File: src/rtl/vga_rect_pos_ctrl.sv
// rtl/vga_rect_pos_ctrl.sv - round-robin position arbiter with frame-synchronous commit
//
// Holds the on-screen rectangle position. Two requesters post (x,y) updates
// with a req/ack handshake. Arbitration is round-robin, and the accepted value
// is clamped so the rectangle stays on screen. That value goes into a shadow
// register. The shadow is copied to rect_x/rect_y only on frame_end, so a
// frame never shows a torn position.
//
// Ports:
//   clk, rst          pixel clock, synchronous active-high reset
//   frame_end         1-cycle pulse at start of vertical blanking
//   req0/x0/y0, ack0  requester 0 (req held until ack; data stable while req)
//   req1/x1/y1, ack1  requester 1, same rules
//   rect_x, rect_y    committed rectangle top-left corner
//   pending           shadow holds an uncommitted update
//   clamped           sticky: an accepted update was clamped since last commit
module vga_rect_pos_ctrl #(
    parameter int XW     = 10,
    parameter int YW     = 10,
    parameter int X_MAX  = 799,
    parameter int Y_MAX  = 599,
    parameter int RECT_W = 31,
    parameter int RECT_H = 31,
    parameter int DEF_X  = 385,
    parameter int DEF_Y  = 285
) (
    input  logic          clk,
    input  logic          rst,
    input  logic          frame_end,
    input  logic          req0,
    input  logic [XW-1:0] x0,
    input  logic [YW-1:0] y0,
    output logic          ack0,
    input  logic          req1,
    input  logic [XW-1:0] x1,
    input  logic [YW-1:0] y1,
    output logic          ack1,
    output logic [XW-1:0] rect_x,
    output logic [YW-1:0] rect_y,
    output logic          pending,
    output logic          clamped
);

    // Largest top-left corner that keeps the whole rectangle in the active area.
    // Held one bit wider so that the compare cannot wrap.
    localparam logic [XW:0] X_LIM = (XW+1)'(X_MAX - RECT_W + 1);
    localparam logic [YW:0] Y_LIM = (YW+1)'(Y_MAX - RECT_H + 1);

    typedef enum logic [1:0] {
        IDLE    = 2'd0,
        GRANT   = 2'd1,
        RELEASE = 2'd2
    } state_t;

    state_t        state, state_nxt;
    logic          winner, winner_nxt;
    logic          last_grant;
    logic          grant_fire;
    logic          commit;
    logic [XW-1:0] shadow_x;
    logic [YW-1:0] shadow_y;
    logic [XW-1:0] sel_x, wr_x;
    logic [YW-1:0] sel_y, wr_y;
    logic          x_over, y_over, clamp_now;

    // The winner's data is read during GRANT. The requester keeps it stable
    // until it has seen the ack.
    always_comb begin
        sel_x     = winner ? x1 : x0;
        sel_y     = winner ? y1 : y0;
        x_over    = {1'b0, sel_x} > X_LIM;
        y_over    = {1'b0, sel_y} > Y_LIM;
        wr_x      = x_over ? X_LIM[XW-1:0] : sel_x;
        wr_y      = y_over ? Y_LIM[YW-1:0] : sel_y;
        clamp_now = x_over | y_over;
        commit    = frame_end & pending;
    end

    always_comb begin
        state_nxt  = state;
        winner_nxt = winner;
        ack0       = 1'b0;
        ack1       = 1'b0;
        grant_fire = 1'b0;
        case (state)
            IDLE: begin
                if (req0 | req1) begin
                    state_nxt = GRANT;
                    // If both requesters are asking, the one not served last time wins.
                    if (req0 & req1) winner_nxt = ~last_grant;
                    else             winner_nxt = req1;
                end
            end
            GRANT: begin
                ack0       = ~winner;
                ack1       = winner;
                grant_fire = 1'b1;
                state_nxt  = RELEASE;
            end
            RELEASE: state_nxt = IDLE;
            default: state_nxt = IDLE;
        endcase
    end

    always_ff @(posedge clk) begin
        if (rst) begin
            state      <= IDLE;
            winner     <= 1'b0;
            last_grant <= 1'b1;
            shadow_x   <= XW'(DEF_X);
            shadow_y   <= YW'(DEF_Y);
            rect_x     <= XW'(DEF_X);
            rect_y     <= YW'(DEF_Y);
            pending    <= 1'b0;
            clamped    <= 1'b0;
        end else begin
            state  <= state_nxt;
            winner <= winner_nxt;
            // The commit reads the shadow before this cycle's grant writes it.
            if (commit) begin
                rect_x <= shadow_x;
                rect_y <= shadow_y;
            end
            if (grant_fire) begin
                shadow_x   <= wr_x;
                shadow_y   <= wr_y;
                last_grant <= winner;
                pending    <= 1'b1;
                // When the grant and the commit happen together, the flag
                // describes only the write that is still waiting.
                clamped    <= commit ? clamp_now : (clamped | clamp_now);
            end else if (commit) begin
                pending <= 1'b0;
                clamped <= 1'b0;
            end
        end
    end

endmodule

File: config.mk
export PLATFORM = sky130hd
export DESIGN_NAME = vga_rect_pos_ctrl
export DESIGN_NICKNAME = d
export VERILOG_FILES = /design/src/rtl/vga_rect_pos_ctrl.sv
export SDC_FILE = /design/constraint.sdc
export NUM_CORES = 1
export LEC_CHECK = 0
export ABC_AREA = 1
export CAP_MARGIN = 20
export CORE_ASPECT_RATIO = 2
export CORE_UTILIZATION = 45
export CTS_CLUSTER_DIAMETER = 150
export DETAILED_ROUTE_END_ITERATION = 10
export DONT_BUFFER_PORTS = 1
export PLACE_DENSITY = 0.6
export SLEW_MARGIN = 20
export SYNTH_ARGS = -nofsm -noshare
export SYNTH_HDL_FRONTEND = slang
export SYNTH_SLANG_ARGS = --single-unit
File: constraint.sdc
create_clock -name clk -period 1.7 [get_ports clk]
set_input_delay 0.17 -clock clk [delete_from_list [all_inputs] [get_ports clk]]
set_output_delay 0.17 -clock clk [all_outputs]
set_load 0.005 [all_outputs]
### Yosys cells after proc, flatten, opt, wreduce, memory -nomap -nowiden

Index checks and enable logic that the tools add are counted.
Widths: inputs -> output; s select.

* flip-flop bits (word level): 46
* bits of input ports: 45
* output and inout bits: 24

* magnitude comparators: 2
* equality and inequality tests: 2
* multiplexer cells: 14
* bitwise gates (word level): 7
* reduce and logical (&&, ||, !) cells: 3

Operator list (count)
* $mux 10: 4
* $gt 10x10->1 const B: 2
* $mux 1: 8
* $pmux 2 s2: 1
* $or 1x1->1: 3
* $and 1x1->1: 2
* $eq 2x1->1 const B: 1
* $logic_not 2->1: 1
* $mux 2: 1
* $ne 2x2->1 const B: 1
* $not 1->1: 2
* $reduce_and 2->1: 1
* $reduce_bool 2->1: 1

### Depth between registers and ports, before layout

* depth in word-level cells: 6
* mapped depth: 11
* gate-level depth less buffers: 10

### Worst setup path before layout

No wires, ideal clock.

* path kind: register to register
* start: register winner
* end: register shadow_x[0]
* library setup time: 0.115 ns
* data arrival time: 1.136 ns
* required time: 1.585 ns
* setup slack: 0.449 ns
* stages on the path, launching flop included: 9
* buffers on the path: 2
* cell sequence: dfxtp_1 -> buf_6 -> buf_8 -> mux2i_1 -> nor2_2 -> nand2_4 -> nand2_1 -> nand2_1 -> nand2_1

* longest elaborated chain between the ends: 3

RTL lines
* start: declaration: RTL line 56 `logic winner, winner_nxt;`
* start signal: assignment: RTL line 118 `winner <= winner_nxt;`
* $mux 10 (*): RTL line 69 `sel_x = winner ? x1 : x0;`
* $gt 10x10->1: RTL line 71 `x_over = {1'b0, sel_x} > X_LIM;`
* $mux 10 (*): RTL line 73 `wr_x = x_over ? X_LIM[XW-1:0] : sel_x;`
* end signal: assignment: RTL line 110 `shadow_x <= XW'(DEF_X);`
* end signal: assignment: RTL line 125 `shadow_x <= wr_x;`
* end: declaration: RTL line 60 `logic [XW-1:0] shadow_x;`

Every way passes the cells marked *; elsewhere a longest branch is shown, timed or not.
A chain may end at the register's enable or synchronous reset.

### Final worst setup path

Ends and elaborated chain as after synthesis.

==> results by group <==
Placement
  – DP Cell Count: 334
  – Count of buffers from port buffering: 0
  – Detailed placement HPWL: 3.03 mm
  – Worst setup slack after placement: 216 ps
  – Weighted congestion at the end of routability-driven global placement: 0.776

Clock network
  – Worst-path clk slew: 80 ps
  – CTS buffer count: 5
  – # H-tree levels: 2
  – Clock root cell: clkbuf_8
  – Clock tree from TritonCTS: yes
  – Clock latency on the worst-skew pair: 290 ps
  – CTS Sinks: 46
  – Clock buffer depth: 2

STA
  – Hold Vio Cnt, Final: 0
  – Ratio of final minimum period to clock period: 0.864
  – Worst-case hold slack: 58.8 ps
  – Smallest setup slack after layout: 230 ps
  – Remaining max-slew budget at the tightest pin: 0.615
  – Setup TNS: 0 ps
  – Slew Viols, Final: 0
  – Final setup vio count: 0
  – Maximum operating frequency: 680 MHz
  – Slew of the pin with the lowest slew margin: 577 ps
  – Tmin final: 1470 ps
  – Setup Skew: 6.22 ps
  – RSZ-0062 raised after global routing: no

Floorplanning
  – Chip Height: 96.6 µm
  – # rows: 34
  – Core Box Area: 4300 µm²
  – Area of the die: 4760 µm²
  – Starting utilization of the core area: 0.469
  – Floorplan die width: 49.3 µm
  – IO Pins: 69

Worst hold path
  – Type of the most critical hold path: in -> reg
  – Beginning of the worst hold path: y0[9]

Power and ir drop
  – Worst ir drop on vdd: 0.000639 V
  – Logic pwr share: 0.154
  – Clock power frac: 0.333
  – Net switching power figure: 637 µW
  – Total power divided by cell area: 1100 nW/µm²
  – Sequential Power Share: 0.513
  – Total internal power: 1.74 mW
  – Switching Fraction: 0.268
  – Leak: 0.998 nW

Global route
  – Overflow left after global routing: 0
  – Antenna violations before repair: 0
  – First-pass GRT wire length: 6.33 mm
  – Overall global routing resource usage: 0.175
  – Pin count of the biggest net entering global routing: 34
  – Via count of the first global-routing pass: 1410

Drt
  – Remaining number of nets flagged by the antenna check after routing: 0
  – DRT Pass-1 Iters: 4
  – Violation count after the first detailed-route iteration: 11
  – Vias: 1695
  – Routed length per placed instance: 11.7 µm
  – Total wire length after detailed routing: 4.03 mm
  – DR DRC count: 0
  – Post-DR vias/cell: 4.94

Setup path
  – Critical path launch point: winner
  – Cell type with the highest occurrence count on the critical path: nand2_1
  – Worst reg2reg setup slack: 230 ps
  – Total buffers and inverters traversed by the critical path: 1
  – Crit-path slowest cell: dfxtp_1
  – Top fanout value on the critical path: 27
  – Stage delay of the slowest cell on the critical path: 460 ps
  – Data arrival time of the critical path: 1660 ps
  – Origin of the critical flop-to-flop path: winner
  – Nature of the critical path startpoint: flip-flop
  – Critical path capture point type: flip-flop
  – Critical Path RT: 1890 ps
  – Path type of the worst setup path: reg -> reg
  – CP delay by family, top: simple AND/OR/NAND/NOR gates
  – Cells along the critical path: buf_12, nand2_1, o21ai_0, nand2_1, nor2_1, nand2_1, nand2_4, nand2_1, nand2_1, nand2_1

Synth
  – Area of the mapped netlist: 2010 µm²
  – Synth area leader: dfxtp_1
  – Net count after synthesis: 335
  – Yosys warnings: 0
  – Distinct cell type count of the synthesized netlist: 22
  – Largest cells by area after synthesis: dfxtp_1, nand2_1, o21ai_0, nor2_1, inv_1
  – Post-Syn Area per Cell: 6.94 µm²
  – Gate count of the mapped netlist: 290
  – Sequential share of the synthesized area: 0.457
  – Number of synthesized register bits: 46
  – Top-area cell type share of the netlist area: 0.457

Cells and area
  – Syn-to-layout area delta: 7.89%
  – Filler cells: 468
  – Fraction of layout cells with a size suffix above 1: 0.0657
  – Share of the core filled with cells: 0.506
  – Nets@finish: 333
  – Number of inserted diodes: 0
  – Number of standard cells in the final layout excluding fillers: 343

Job
  – Total of max-cap violations: 0

Run status
  – Outcome: complete, no violations
[kinds of logic after synthesis]
logic type / synth area share
buffers and inverters: 0.0951
and+or+nand+nor: 0.272
muxes: 0.0199
DFF: 0.457
AOI/OAI and AO/OA: 0.155
[cell usage after synthesis (all sizes together)]
cell	number
mux2i	4
nor2	39
dfxtp	46
nand3	12
a211oi	1
a21oi	21
clkinv	1
inv	27
a31oi	1
buf	6
nand2	85
clkbuf	10
o21ai	36
o211a	1
[timing repair]
action / CTS / global route
endpoints found under the hold margin: 13 / 0
hold buffers: 1 / 0
gates resized for setup: 0 / 0
buffers inserted: 0 / 0
[registers in the layout, indices dropped and copies added, names as in the netlist]
register	cells
rect_x	10
last_grant	1
state	2
pending	1
winner	1
clamped	1
shadow_y	10
rect_y	10
shadow_x	10
[final timing paths]
path                  to  depth (start not counted)
min reg2reg    rect_y[8]                          2
max reg2reg  shadow_x[0]                         10
min          shadow_y[9]                          2
max          shadow_x[0]                         10
[per-layer routing]
metal / wire [µm] / vias up / global-route usage / part of all wire
li1: - / 910 / - / -
met1: 1770 / 724 / 0.197 / 0.44
met2: 1980 / 54 / 0.301 / 0.49
met3: 191 / 7 / 0.0469 / 0.047
met4: 90 / 0 / 0.0809 / 0.022
met5: 0 / - / 0 / 0
[per-stage QoR]
stage	area, µm²	total power, mW
4_1_cts	2170	2.41
3_3_place_gp	2050	1.61
3_5_place_dp	2050	1.61
6_report	2170	2.38
2_1_floorplan	2010	1.54
5_1_grt	2170	2.53
[area by class of cell]
cell class              count  area, µm²  area share
flip-flops and latches     46        921       0.424
well taps                  54       67.6      0.0311
inverters                  28        105      0.0484
clock inverters             2       37.5      0.0173
clock buffers               6       72.6      0.0334
repair buffers              7       67.6      0.0311
multi-input cells         200        901       0.415
[cell usage in the layout (no fill, tap or decap), types with 2 or more instances in the layout]
| cell type | instances |
|---|---|
| nand2_1 | 81 |
| o21ai_1 | 2 |
| mux2i_1 | 4 |
| dfxtp_1 | 46 |
| clkbuf_8 | 5 |
| a21oi_1 | 20 |
| nand2_2 | 2 |
| nand2_4 | 2 |
| nor2_1 | 38 |
| buf_4 | 5 |
| nand3_1 | 12 |
| inv_1 | 27 |
| o21ai_0 | 34 |
[power by group through the flow]
stage | registers, mW | clock network, mW | logic [mW]
after CTS | 1.22 | 0.818 | 0.372
after floorplan | 1.23 | 0 | 0.311
after global placement | 1.24 | 0 | 0.363
after detailed placement | 1.25 | 0 | 0.365
after global routing | 1.23 | 0.868 | 0.425
final | 1.22 | 0.792 | 0.366
Power figures use the tool's default switching activity.
